`config.mk`:
```
export PLATFORM = sky130hd
export DESIGN_NAME = mem_port_arbiter_flat
export DESIGN_NICKNAME = d
export VERILOG_FILES = /design/src/rtl/mips_mem_pkg.sv /design/src/rtl/mem_port_arbiter_if.sv /design/src/rtl/mem_arb_watchdog.sv /design/src/rtl/mem_port_arbiter.sv /design/src/flat_wrapper.sv
export SDC_FILE = /design/constraint.sdc
export NUM_CORES = 1
export LEC_CHECK = 0
export BUFFER_PORTS_ARGS = -buffer_cell sky130_fd_sc_hd__buf_2
export CELL_PAD_IN_SITES_DETAIL_PLACEMENT = 0
export CELL_PAD_IN_SITES_GLOBAL_PLACEMENT = 1
export CORE_MARGIN = 4
export CORE_UTILIZATION = 32
export DETAILED_ROUTE_END_ITERATION = 12
export PLACE_DENSITY_LB_ADDON = 0.1
export SETUP_SLACK_MARGIN = 0.5
export SYNTH_ARGS = -nofsm -noshare
export SYNTH_HDL_FRONTEND = slang
export SYNTH_HIERARCHICAL = 1
export SYNTH_SLANG_ARGS = --single-unit
```
`constraint.sdc`:
```
create_clock -name clk -period 5.3 [get_ports clk]
set_clock_uncertainty 0.15 [all_clocks]
set_input_delay 0.795 -clock clk [delete_from_list [all_inputs] [get_ports clk]]
set_output_delay 0.795 -clock clk [all_outputs]
set_load 0.1 [all_outputs]
```
`src/rtl/mips_mem_pkg.sv`:
```
// -----------------------------------------------------------------------------
// mips_mem_pkg
// Shared types and defaults for the unified-memory port arbiter.
//   arb_state_e   : arbiter FSM states (IDLE, IF_ACC, DM_ACC)
//   mem_acc_t     : access descriptor presented to the memory {we, addr, wdata}
//   DEF_*         : default parameter values for the arbiter and its watchdog
//   make_fetch    : builds the descriptor for an instruction fetch
//   make_data     : builds the descriptor for a load/store
// -----------------------------------------------------------------------------
package mips_mem_pkg;

   typedef enum logic [1:0] {
      IDLE   = 2'd0,
      IF_ACC = 2'd1,
      DM_ACC = 2'd2
   } arb_state_e;

   typedef struct packed {
      logic        we;
      logic [31:0] addr;
      logic [31:0] wdata;
   } mem_acc_t;

   localparam int DEF_MAX_DM_STREAK = 4;
   localparam int DEF_TIMEOUT       = 64;
   localparam int DEF_CNT_W         = 7;

   // Fetches never write; wdata is parked at zero so the bus is quiet.
   function automatic mem_acc_t make_fetch(input logic [31:0] addr);
      mem_acc_t acc;
      acc.we    = 1'b0;
      acc.addr  = addr;
      acc.wdata = 32'h0;
      return acc;
   endfunction

   function automatic mem_acc_t make_data(input logic        we,
                                          input logic [31:0] addr,
                                          input logic [31:0] wdata);
      mem_acc_t acc;
      acc.we    = we;
      acc.addr  = addr;
      acc.wdata = wdata;
      return acc;
   endfunction

endpackage

```
`src/rtl/mem_port_arbiter_if.sv`:
```
// -----------------------------------------------------------------------------
// mem_port_arbiter_if
// Bundles the pipeline-side and memory-side signals of the arbiter.
//   Fetch  : if_req, if_addr -> if_rdata, if_ack
//   Data   : dm_req, dm_we, dm_addr, dm_wdata -> dm_rdata, dm_ack
//   Status : acc_err (qualifies the acks), stall_if, stall_mem
//   Memory : mem_req, mem_we, mem_addr, mem_wdata -> mem_rdata, mem_ready
// Modports:
//   slave  : the arbiter's view
//   master : the environment's view (pipeline stages + memory)
// -----------------------------------------------------------------------------
interface mem_port_arbiter_if;

   logic        if_req;
   logic [31:0] if_addr;
   logic [31:0] if_rdata;
   logic        if_ack;

   logic        dm_req;
   logic        dm_we;
   logic [31:0] dm_addr;
   logic [31:0] dm_wdata;
   logic [31:0] dm_rdata;
   logic        dm_ack;

   logic        acc_err;
   logic        stall_if;
   logic        stall_mem;

   logic        mem_req;
   logic        mem_we;
   logic [31:0] mem_addr;
   logic [31:0] mem_wdata;
   logic [31:0] mem_rdata;
   logic        mem_ready;

   modport slave (
      input  if_req, if_addr, dm_req, dm_we, dm_addr, dm_wdata,
             mem_rdata, mem_ready,
      output if_rdata, if_ack, dm_rdata, dm_ack, acc_err, stall_if, stall_mem,
             mem_req, mem_we, mem_addr, mem_wdata
   );

   modport master (
      output if_req, if_addr, dm_req, dm_we, dm_addr, dm_wdata,
             mem_rdata, mem_ready,
      input  if_rdata, if_ack, dm_rdata, dm_ack, acc_err, stall_if, stall_mem,
             mem_req, mem_we, mem_addr, mem_wdata
   );

endinterface

```
`src/rtl/mem_arb_watchdog.sv`:
```
// -----------------------------------------------------------------------------
// mem_arb_watchdog
// Counts the cycles an access has spent waiting for the memory.
//   clk, rst : clock, asynchronous active-high reset
//   clr      : hold the count at zero (no access in flight)
//   en       : a waited cycle (access in flight, memory not ready)
//   expire   : this waited cycle is the last one allowed
// -----------------------------------------------------------------------------
module mem_arb_watchdog #(
   parameter int TIMEOUT = 64,
   parameter int CNT_W   = 7
) (
   input  logic clk,
   input  logic rst,
   input  logic clr,
   input  logic en,
   output logic expire
);

   localparam logic [CNT_W-1:0] LAST = CNT_W'(TIMEOUT - 1);

   logic [CNT_W-1:0] cnt_q, cnt_d;

   always_comb begin
      cnt_d = cnt_q;
      if (clr) begin
         cnt_d = '0;
      end else if (en) begin
         cnt_d = cnt_q + CNT_W'(1);
      end
   end

   always_ff @(posedge clk or posedge rst) begin
      if (rst) begin
         cnt_q <= '0;
      end else begin
         cnt_q <= cnt_d;
      end
   end

   // Gated by en so a ready memory on the final cycle completes normally.
   assign expire = en && (cnt_q == LAST);

endmodule

```
`src/rtl/mem_port_arbiter.sv`:
```
// -----------------------------------------------------------------------------
// mem_port_arbiter
// Shares one single-ported memory between instruction fetch and the memory
// stage. Data accesses win ties until MAX_DM_STREAK consecutive data grants
// have been made against a waiting fetch; then the fetch goes next. Each
// access is held on the memory bus until mem_ready or a watchdog timeout,
// then acknowledged with a one-cycle pulse (acc_err=1 on timeout).
//   clk, rst : clock, asynchronous active-high reset
//   bus      : mem_port_arbiter_if.slave (pipeline requests, acks, read data,
//              stalls, and the memory request/ready handshake)
// -----------------------------------------------------------------------------
module mem_port_arbiter
   import mips_mem_pkg::*;
#(
   parameter int MAX_DM_STREAK = DEF_MAX_DM_STREAK,
   parameter int TIMEOUT       = DEF_TIMEOUT,
   parameter int CNT_W         = DEF_CNT_W
) (
   input  logic              clk,
   input  logic              rst,
   mem_port_arbiter_if.slave bus
);

   localparam int                  STREAK_W   = $clog2(MAX_DM_STREAK + 1);
   localparam logic [STREAK_W-1:0] STREAK_MAX = STREAK_W'(MAX_DM_STREAK);

   arb_state_e          state_q, state_d;
   mem_acc_t            acc_q, acc_d;
   logic                mem_req_q, mem_req_d;
   logic                if_ack_q, if_ack_d;
   logic                dm_ack_q, dm_ack_d;
   logic                acc_err_q, acc_err_d;
   logic [31:0]         if_rdata_q, if_rdata_d;
   logic [31:0]         dm_rdata_q, dm_rdata_d;
   logic [STREAK_W-1:0] streak_q, streak_d;

   logic if_pend;
   logic dm_pend;
   logic turnaround;
   logic in_access;
   logic wd_expire;
   logic finish_acc;

   // A requester still sees its ack this cycle; its held req is not new.
   assign if_pend    = bus.if_req && !if_ack_q;
   assign dm_pend    = bus.dm_req && !dm_ack_q;
   // The cycle carrying an ack is the idle turnaround: no grant is made.
   assign turnaround = if_ack_q || dm_ack_q;
   assign in_access  = (state_q != IDLE);
   assign finish_acc = bus.mem_ready || wd_expire;

   mem_arb_watchdog #(
      .TIMEOUT (TIMEOUT),
      .CNT_W   (CNT_W)
   ) u_watchdog (
      .clk    (clk),
      .rst    (rst),
      .clr    (!in_access),
      .en     (in_access && !bus.mem_ready),
      .expire (wd_expire)
   );

   always_comb begin
      state_d    = state_q;
      acc_d      = acc_q;
      mem_req_d  = mem_req_q;
      if_ack_d   = 1'b0;
      dm_ack_d   = 1'b0;
      acc_err_d  = 1'b0;
      if_rdata_d = if_rdata_q;
      dm_rdata_d = dm_rdata_q;
      streak_d   = streak_q;

      case (state_q)
         IDLE: begin
            if (!turnaround) begin
               if (dm_pend && (!if_pend || streak_q != STREAK_MAX)) begin
                  state_d   = DM_ACC;
                  mem_req_d = 1'b1;
                  acc_d     = make_data(bus.dm_we, bus.dm_addr, bus.dm_wdata);
                  // Only grants that make a fetch wait count toward the streak.
                  if (if_pend) begin
                     if (streak_q != STREAK_MAX) begin
                        streak_d = streak_q + STREAK_W'(1);
                     end
                  end else begin
                     streak_d = '0;
                  end
               end else if (if_pend) begin
                  state_d   = IF_ACC;
                  mem_req_d = 1'b1;
                  acc_d     = make_fetch(bus.if_addr);
                  streak_d  = '0;
               end
            end
         end

         IF_ACC, DM_ACC: begin
            if (finish_acc) begin
               state_d   = IDLE;
               mem_req_d = 1'b0;
               acc_d.we  = 1'b0;
               // mem_ready takes precedence over a coincident timeout.
               acc_err_d = !bus.mem_ready;
               if (state_q == IF_ACC) begin
                  if_ack_d   = 1'b1;
                  if_rdata_d = bus.mem_ready ? bus.mem_rdata : 32'h0;
               end else begin
                  dm_ack_d = 1'b1;
                  if (!acc_q.we) begin
                     dm_rdata_d = bus.mem_ready ? bus.mem_rdata : 32'h0;
                  end
               end
            end
         end

         default: begin
            state_d   = IDLE;
            mem_req_d = 1'b0;
         end
      endcase
   end

   always_ff @(posedge clk or posedge rst) begin
      if (rst) begin
         state_q    <= IDLE;
         acc_q      <= '0;
         mem_req_q  <= 1'b0;
         if_ack_q   <= 1'b0;
         dm_ack_q   <= 1'b0;
         acc_err_q  <= 1'b0;
         if_rdata_q <= 32'h0;
         dm_rdata_q <= 32'h0;
         streak_q   <= '0;
      end else begin
         state_q    <= state_d;
         acc_q      <= acc_d;
         mem_req_q  <= mem_req_d;
         if_ack_q   <= if_ack_d;
         dm_ack_q   <= dm_ack_d;
         acc_err_q  <= acc_err_d;
         if_rdata_q <= if_rdata_d;
         dm_rdata_q <= dm_rdata_d;
         streak_q   <= streak_d;
      end
   end

   assign bus.mem_req   = mem_req_q;
   assign bus.mem_we    = acc_q.we;
   assign bus.mem_addr  = acc_q.addr;
   assign bus.mem_wdata = acc_q.wdata;
   assign bus.if_ack    = if_ack_q;
   assign bus.dm_ack    = dm_ack_q;
   assign bus.acc_err   = acc_err_q;
   assign bus.if_rdata  = if_rdata_q;
   assign bus.dm_rdata  = dm_rdata_q;
   assign bus.stall_if  = bus.if_req && !if_ack_q;
   assign bus.stall_mem = bus.dm_req && !dm_ack_q;

endmodule

```
`src/flat_wrapper.sv`:
```
// flat-port wrapper written by rule: the top's interface ports become plain ports
module mem_port_arbiter_flat import mips_mem_pkg::*;
#(
   parameter int MAX_DM_STREAK = DEF_MAX_DM_STREAK,
   parameter int TIMEOUT       = DEF_TIMEOUT,
   parameter int CNT_W         = DEF_CNT_W
)
  (clk, rst, bus_if_req, bus_if_addr, bus_dm_req, bus_dm_we, bus_dm_addr, bus_dm_wdata, bus_mem_rdata, bus_mem_ready, bus_if_rdata, bus_if_ack, bus_dm_rdata, bus_dm_ack, bus_acc_err, bus_stall_if, bus_stall_mem, bus_mem_req, bus_mem_we, bus_mem_addr, bus_mem_wdata);
  mem_port_arbiter_if bus_i ();
  input  logic clk;
  input  logic rst;
  input wire logic [$bits(bus_i.if_req)-1:0] bus_if_req;
  input wire logic [$bits(bus_i.if_addr)-1:0] bus_if_addr;
  input wire logic [$bits(bus_i.dm_req)-1:0] bus_dm_req;
  input wire logic [$bits(bus_i.dm_we)-1:0] bus_dm_we;
  input wire logic [$bits(bus_i.dm_addr)-1:0] bus_dm_addr;
  input wire logic [$bits(bus_i.dm_wdata)-1:0] bus_dm_wdata;
  input wire logic [$bits(bus_i.mem_rdata)-1:0] bus_mem_rdata;
  input wire logic [$bits(bus_i.mem_ready)-1:0] bus_mem_ready;
  output wire logic [$bits(bus_i.if_rdata)-1:0] bus_if_rdata;
  output wire logic [$bits(bus_i.if_ack)-1:0] bus_if_ack;
  output wire logic [$bits(bus_i.dm_rdata)-1:0] bus_dm_rdata;
  output wire logic [$bits(bus_i.dm_ack)-1:0] bus_dm_ack;
  output wire logic [$bits(bus_i.acc_err)-1:0] bus_acc_err;
  output wire logic [$bits(bus_i.stall_if)-1:0] bus_stall_if;
  output wire logic [$bits(bus_i.stall_mem)-1:0] bus_stall_mem;
  output wire logic [$bits(bus_i.mem_req)-1:0] bus_mem_req;
  output wire logic [$bits(bus_i.mem_we)-1:0] bus_mem_we;
  output wire logic [$bits(bus_i.mem_addr)-1:0] bus_mem_addr;
  output wire logic [$bits(bus_i.mem_wdata)-1:0] bus_mem_wdata;
  assign bus_i.if_req = bus_if_req;
  assign bus_i.if_addr = bus_if_addr;
  assign bus_i.dm_req = bus_dm_req;
  assign bus_i.dm_we = bus_dm_we;
  assign bus_i.dm_addr = bus_dm_addr;
  assign bus_i.dm_wdata = bus_dm_wdata;
  assign bus_i.mem_rdata = bus_mem_rdata;
  assign bus_i.mem_ready = bus_mem_ready;
  assign bus_if_rdata = bus_i.if_rdata;
  assign bus_if_ack = bus_i.if_ack;
  assign bus_dm_rdata = bus_i.dm_rdata;
  assign bus_dm_ack = bus_i.dm_ack;
  assign bus_acc_err = bus_i.acc_err;
  assign bus_stall_if = bus_i.stall_if;
  assign bus_stall_mem = bus_i.stall_mem;
  assign bus_mem_req = bus_i.mem_req;
  assign bus_mem_we = bus_i.mem_we;
  assign bus_mem_addr = bus_i.mem_addr;
  assign bus_mem_wdata = bus_i.mem_wdata;
  mem_port_arbiter #(.MAX_DM_STREAK(MAX_DM_STREAK), .TIMEOUT(TIMEOUT), .CNT_W(CNT_W)) u_core (.clk(clk), .rst(rst), .bus(bus_i));
endmodule
```
Yosys cells after proc, flatten, opt, wreduce, memory -nomap -nowiden. Index checks and enable logic that the tools add are counted.

Flip-flop bits (word level): 145. Input bits: 134. Output and inout port bits: 135.

Add/subtract/negate cells: 2. Mux-type cells: 29. Eq/ne operators: 9. Reductions and logical operators: 23. Bitwise operators: 3.

Operators by type and width (number): 65-bit 2-to-1 mux (3); 32-bit 2-to-1 mux (1); 7-bit 2-to-1 mux (2); 1-bit 2-to-1 mux (12); 3-bit 2-to-1 mux (4); 4-bit AND reduction (3); 3-bit AND reduction (3); 2-bit 2-to-1 mux (4); 7-bit by 1-bit adder with 7-bit output, second input constant (1); 7-bit by 6-bit equality test with 1-bit output, second input constant (1); 3-bit inequality test, second input constant (2); 2-bit nonzero test (3); 1-bit logical AND (5); 1-bit logical NOT (4); 2-bit inequality test, second input constant (2); 1-bit one-hot mux with 2 select lines (2); 2-bit one-hot mux with 2 select lines (1); 3-bit by 1-bit adder with 3-bit output, second input constant (1); 1-bit logical OR (3); 3-bit by 1-bit inequality test with 1-bit output, second input constant (1); 1-bit inverter (3); 2-bit by 1-bit equality test with 1-bit output, second input constant (1); 2-bit equality test, second input constant (1); 2-bit logical NOT (1); other kinds (2) (2).

Depth between registers and ports, before layout.
Word-level depth: 8. Depth in mapped cells: 12. Depth with buffers taken out: 10.

By module. Netlist, hierarchy kept.

By module, submodules not included: mem_port_arbiter (area an instance 5600.4 µm², instances 1, sequential area each 3453.3 µm², cells an instance 516); mem_arb_watchdog (area an instance 315.3 µm², instances 1, sequential area each 175.2 µm², cells an instance 31).

Worst setup path before layout. OpenSTA, ideal clock, no wires.

Path type: reg-to-output. From: register u_core.if_ack_q, in the netlist u_core/bus.if_ack. To: output port bus_stall_if. Stages on the path, launching flop included: 2. Path buffers: 0. Arrival time: 2.321 ns. Setup slack: 2.034 ns. Cells stage by stage: dfrtp_1 -> nor2b_1.

Longest elaborated chain between the ends: 2.

Ends and longest elaborated chain: from (decl) (line mem_port_arbiter.sv:30) `logic if_ack_q, if_ack_d;`; from (signal assigned) (line mem_port_arbiter.sv:139) `if_ack_q <= if_ack_d;`; 1-bit logical NOT (line mem_port_arbiter.sv:157) `assign bus.stall_if = bus.if_req && !if_ack_q;`; 1-bit logical AND (line mem_port_arbiter.sv:157); to (decl) (line flat_wrapper.sv:25) `output wire logic [$bits(bus_i.stall_if)-1:0] bus_stall_if;`.

Every way passes these cells.

Worst setup path in the final report.
From: register u_core.state_q[1]. To: register u_core.dm_rdata_q[26], in the netlist u_core/bus.dm_rdata[26].

Longest elaborated chain between the ends: 5. Elaborated cells on any way between the ends: 9. Classes of those cells: eq/ne (2); bitwise (1); reduce/logical (6).

Ends and longest elaborated chain: from (decl) (line mem_port_arbiter.sv:27) `arb_state_e state_q, state_d;`; from (signal assigned) (line mem_port_arbiter.sv:136) `state_q <= state_d;`; 2-bit nonzero test (line mem_port_arbiter.sv:49) `assign in_access = (state_q != IDLE);`; 1-bit logical AND (line mem_port_arbiter.sv:59) `.en (in_access && !bus.mem_ready),`; 1-bit logical AND (line mem_arb_watchdog.sv:42) `assign expire = en && (cnt_q == LAST);`; net u_core.wd_expire (line mem_port_arbiter.sv:41) `logic wd_expire;`; 1-bit logical OR (line mem_port_arbiter.sv:50) `assign finish_acc = bus.mem_ready || wd_expire;`; 4-bit AND reduction (no line); to (signal assigned) (line mem_port_arbiter.sv:143) `dm_rdata_q <= dm_rdata_d;`; to (decl) (line mem_port_arbiter.sv:34) `logic [31:0] dm_rdata_q, dm_rdata_d;`.

The timed path passes the listed nets, and every way through them passes these cells. A chain may end at the register's enable or synchronous reset.

==> impl_results.md <==
- Run status: finished, final reports clean
- Total global routing overflow: 0
- DRT iter0 DRCs: 256
- Post-Synth Simple-Gate Area: 0.147
- Post-synthesis cell type count: 40
- Maximum clock path buffer count: 2
- Synth warn: 6
- Xor and xnor area share after synthesis: 0.00592
- Total setup violations reported at the end of the flow: 0
- Post-route DRC violation count: 0
- Hold bufs inserted after CTS: 0
- Sort of element at the end of the critical path: flip-flop
- Resized cells post-CTS: 0
- Via count: 5044
- Startpoint type of the worst setup path: flip-flop
- Proportion of synthesized area in mux cells: 0.00360
- Largest family of logic cells by synthesized area: compound AO/OA/AOI/OAI gates
- Fraction of final layout cells with drive strength greater than 1: 0.415
- Final-report max-slew violation count: 0
- Sequential share of the synthesized area: 0.613
- Max Fanout on Critical Path: 32
- Synthesized net count: 686
- Setup Total Neg Slack: 0 ns
- Deepest level of the CTS H-tree: 4
- Worst Setup Path Type: flip-flop to flip-flop
- Count of mapped cells out of synthesis: 547
- Dominant synthesized flop cell: sky130_fd_sc_hd__dfrtp_1
- Number of synthesized flops with an enable pin: 0
- Site row count: 49
- Headroom to the max-slew limit: 0.254
- Fraction of the cycle the final worst path needs: 0.649
- TritonCTS clock tree: yes
- Clock latency of the later-clocked register in the worst-skew pair: 0.41 ns
- I/O pin total: 269
- Min-Delay Path Class: input pin to async pin
- Die outline area: 0.0207 sq mm
- Cell types with the largest area share after synthesis: sky130_fd_sc_hd__dfrtp_1 (61%), sky130_fd_sc_hd__a22o_1 (9.8%), sky130_fd_sc_hd__nand2_1 (6.6%), sky130_fd_sc_hd__a21oi_1 (3.9%), sky130_fd_sc_hd__a21oi_2 (3.0%)
- Slack of the worst reg-to-reg path: 1.86 ns
- Top-area cell type share of the netlist area: 0.613
- Fraction of the mapped netlist area in compound gates: 0.181
- Number of buffers created by CTS: 17
- Mapped cell area: 0.00592 sq mm
- Pin slew with the least headroom to its limit: 1.12 ns
- Aggregate routed wire length: 17500 um
- Starting density of the core: 0.327
- Synth Register Bits: 145
- Adder-Cell Fraction of Synth Area: 0.0106
- Root Buffer: sky130_fd_sc_hd__clkbuf_16
- Arrival time of the worst setup path: 3.59 ns
- Synth area leader: sky130_fd_sc_hd__dfrtp_1
- Total count of hold-check failures in the final report: 0
- Final setup margin: 1.86 ns
- Placed wire-length estimate after detailed placement: 12300 um
- Fin nets: 943
- Setup bufs post-CTS: 0
- Global routing usage summed across all routing layers: 0.165
- Clock slew seen by the registers of the worst setup and hold paths: 0.06 ns
- Width of the chip: 144 um
- Port Buf Inserts: 268
- Chip height: 144 um
- Number of antenna violations at the first check in global routing: 0
- First-pass iteration count of the detailed router: 4
- Endpoint of the lowest-slack register-to-register path: u_core/bus.dm_rdata[26]
- Total clock sinks: 145
- Minimum clock period after layout: 3.44 ns
- Number of cells traversed by the worst register-to-register path: 10
- Smallest hold slack: 0.207 ns
- Post-synth ARST share: 1.00
- Worst R2R Start: u_core/state_q[1]
- Required time of the critical path: 5.45 ns
- Global placer's final weighted congestion: 0.747
- Fin util: 0.444
- Antenna violation net count after detailed routing: 0
- Maximum clock frequency: 291 MHz
- Max-cap violations: 0
- Unrepaired setup endpoints after global routing: false
- Mean area per synthesized cell: 10.8 sq um
- Wire length of the first global-routing pass: 27100 um
- Via count of the first global-routing pass: 5220
- WL/cell: 16.7 um
- Post-detailed-route via-to-cell ratio: 4.82
- Largest net degree at the start of global routing: 103
- Post-synthesis to final-layout area growth: 35.6%
- Post-place setup slack: 1.46 ns
- Placeable Area: 0.0181 sq mm
[worst max-delay path, cell delays in order, from the launching register on]
cell,delay [ns]
sky130_fd_sc_hd__dfrtp_1,0.37
sky130_fd_sc_hd__inv_1,0.07
sky130_fd_sc_hd__ha_1,0.35
sky130_fd_sc_hd__nor2_1,0.38
sky130_fd_sc_hd__nand4_1,0.21
sky130_fd_sc_hd__or3_1,0.40
sky130_fd_sc_hd__inv_1,0.13
sky130_fd_sc_hd__o21ai_1,0.14
sky130_fd_sc_hd__or3_1,0.82
sky130_fd_sc_hd__nand2_1,0.22
sky130_fd_sc_hd__nand2_1,0.06
[synthesized netlist by cell type (2+ instances only)]
master / n
sky130_fd_sc_hd__a21oi_2: 20
sky130_fd_sc_hd__a22o_1: 66
sky130_fd_sc_hd__nand3_1: 34
sky130_fd_sc_hd__buf_6: 2
sky130_fd_sc_hd__inv_2: 2
sky130_fd_sc_hd__dfrtp_1: 145
sky130_fd_sc_hd__or3_1: 3
sky130_fd_sc_hd__nand2_1: 104
sky130_fd_sc_hd__a21oi_1: 46
sky130_fd_sc_hd__inv_1: 7
sky130_fd_sc_hd__nor2b_1: 2
sky130_fd_sc_hd__o21ai_1: 3
sky130_fd_sc_hd__nor2_1: 42
sky130_fd_sc_hd__ha_1: 5
sky130_fd_sc_hd__o21ai_0: 4
sky130_fd_sc_hd__xor2_1: 3
sky130_fd_sc_hd__nor2_2: 2
sky130_fd_sc_hd__buf_2: 11
sky130_fd_sc_hd__and2_1: 2
sky130_fd_sc_hd__clkbuf_1: 17
sky130_fd_sc_hd__nand4_1: 2
sky130_fd_sc_hd__buf_4: 7
[state kept, by name (all words and copies together) (netlist names)]
name,flops
u_core/bus.dm_rdata,32
u_core/bus.if_rdata,32
u_core/bus.mem_addr,32
u_core/bus.mem_wdata,32
u_core/u_watchdog/cnt_q,7
u_core/streak_q,3
u_core/state_q,2
u_core/bus.acc_err,1
u_core/bus.dm_ack,1
u_core/bus.if_ack,1
u_core/bus.mem_req,1
u_core/bus.mem_we,1
[layout make-up]
cell class / instances / area, sq um
tap: 229 / 287
timing repair buffer: 276 / 1400
antenna: 1 / 2.50
fill: 1781 / 10100
sequential: 145 / 3630
inverter: 9 / 38.8
clock buffer: 19 / 443
multi-input combinational: 355 / 2060
clock inverter: 13 / 161
[metal layers]
layer / part of all wire / global-route usage / wire length, um / vias to the layer above
met4: 0.012 / 0.0610 / 209 / 0
li1: - / - / - / 2416
met1: 0.43 / 0.213 / 7490 / 2438
met5: 0 / 0 / 0 / -
met2: 0.48 / 0.259 / 8430 / 175
met3: 0.078 / 0.0552 / 1370 / 15
[logic make-up after synthesis]
group                    Yosys count
flip-flops                       145
multiplexers                       2
AO/OA/AOI/OAI                    145
AND/OR/NAND/NOR                  199
XOR/XNOR                           4
buffers and inverters             47
adder cells (fa/ha/maj)            5
[layout by cell type (no fill, tap or decap), drive strengths merged, types with 4 or more instances in the layout]
cell type / count
buf: 276
dfrtp: 145
nand2: 105
a22o: 66
a21oi: 66
nor2: 44
nand3: 34
clkbuf: 19
inv: 10
o21ai: 8
ha: 5
clkinv: 5
clkinvlp: 4
[worst max path at each step]
stage / from / endpoint / slack, ns / cells after the start
floorplan: rst / u_core/bus.acc_err / 0.66 / 1
global placement: bus_mem_ready / u_core/bus.dm_rdata[2] / 1.53 / 9
detailed placement: bus_mem_ready / u_core/bus.dm_rdata[13] / 1.46 / 9
CTS: u_core/state_q[1] / u_core/bus.dm_rdata[13] / 1.85 / 10
global route: u_core/state_q[1] / u_core/bus.dm_rdata[13] / 1.51 / 10
finish: u_core/state_q[1] / u_core/bus.dm_rdata[26] / 1.86 / 10
[metrics by stage]
stage          cell area, sq um  cells
2_1_floorplan              5920    547
3_3_place_gp               7420   1014
3_5_place_dp               7420   1014
4_1_cts                    8020   1046
5_1_grt                    8020   1046
6_report                   8020   1047
Power is left out: the tool's default activity adds up to more than one toggle a clock period on the data nets, which glitch-free logic cannot reach.
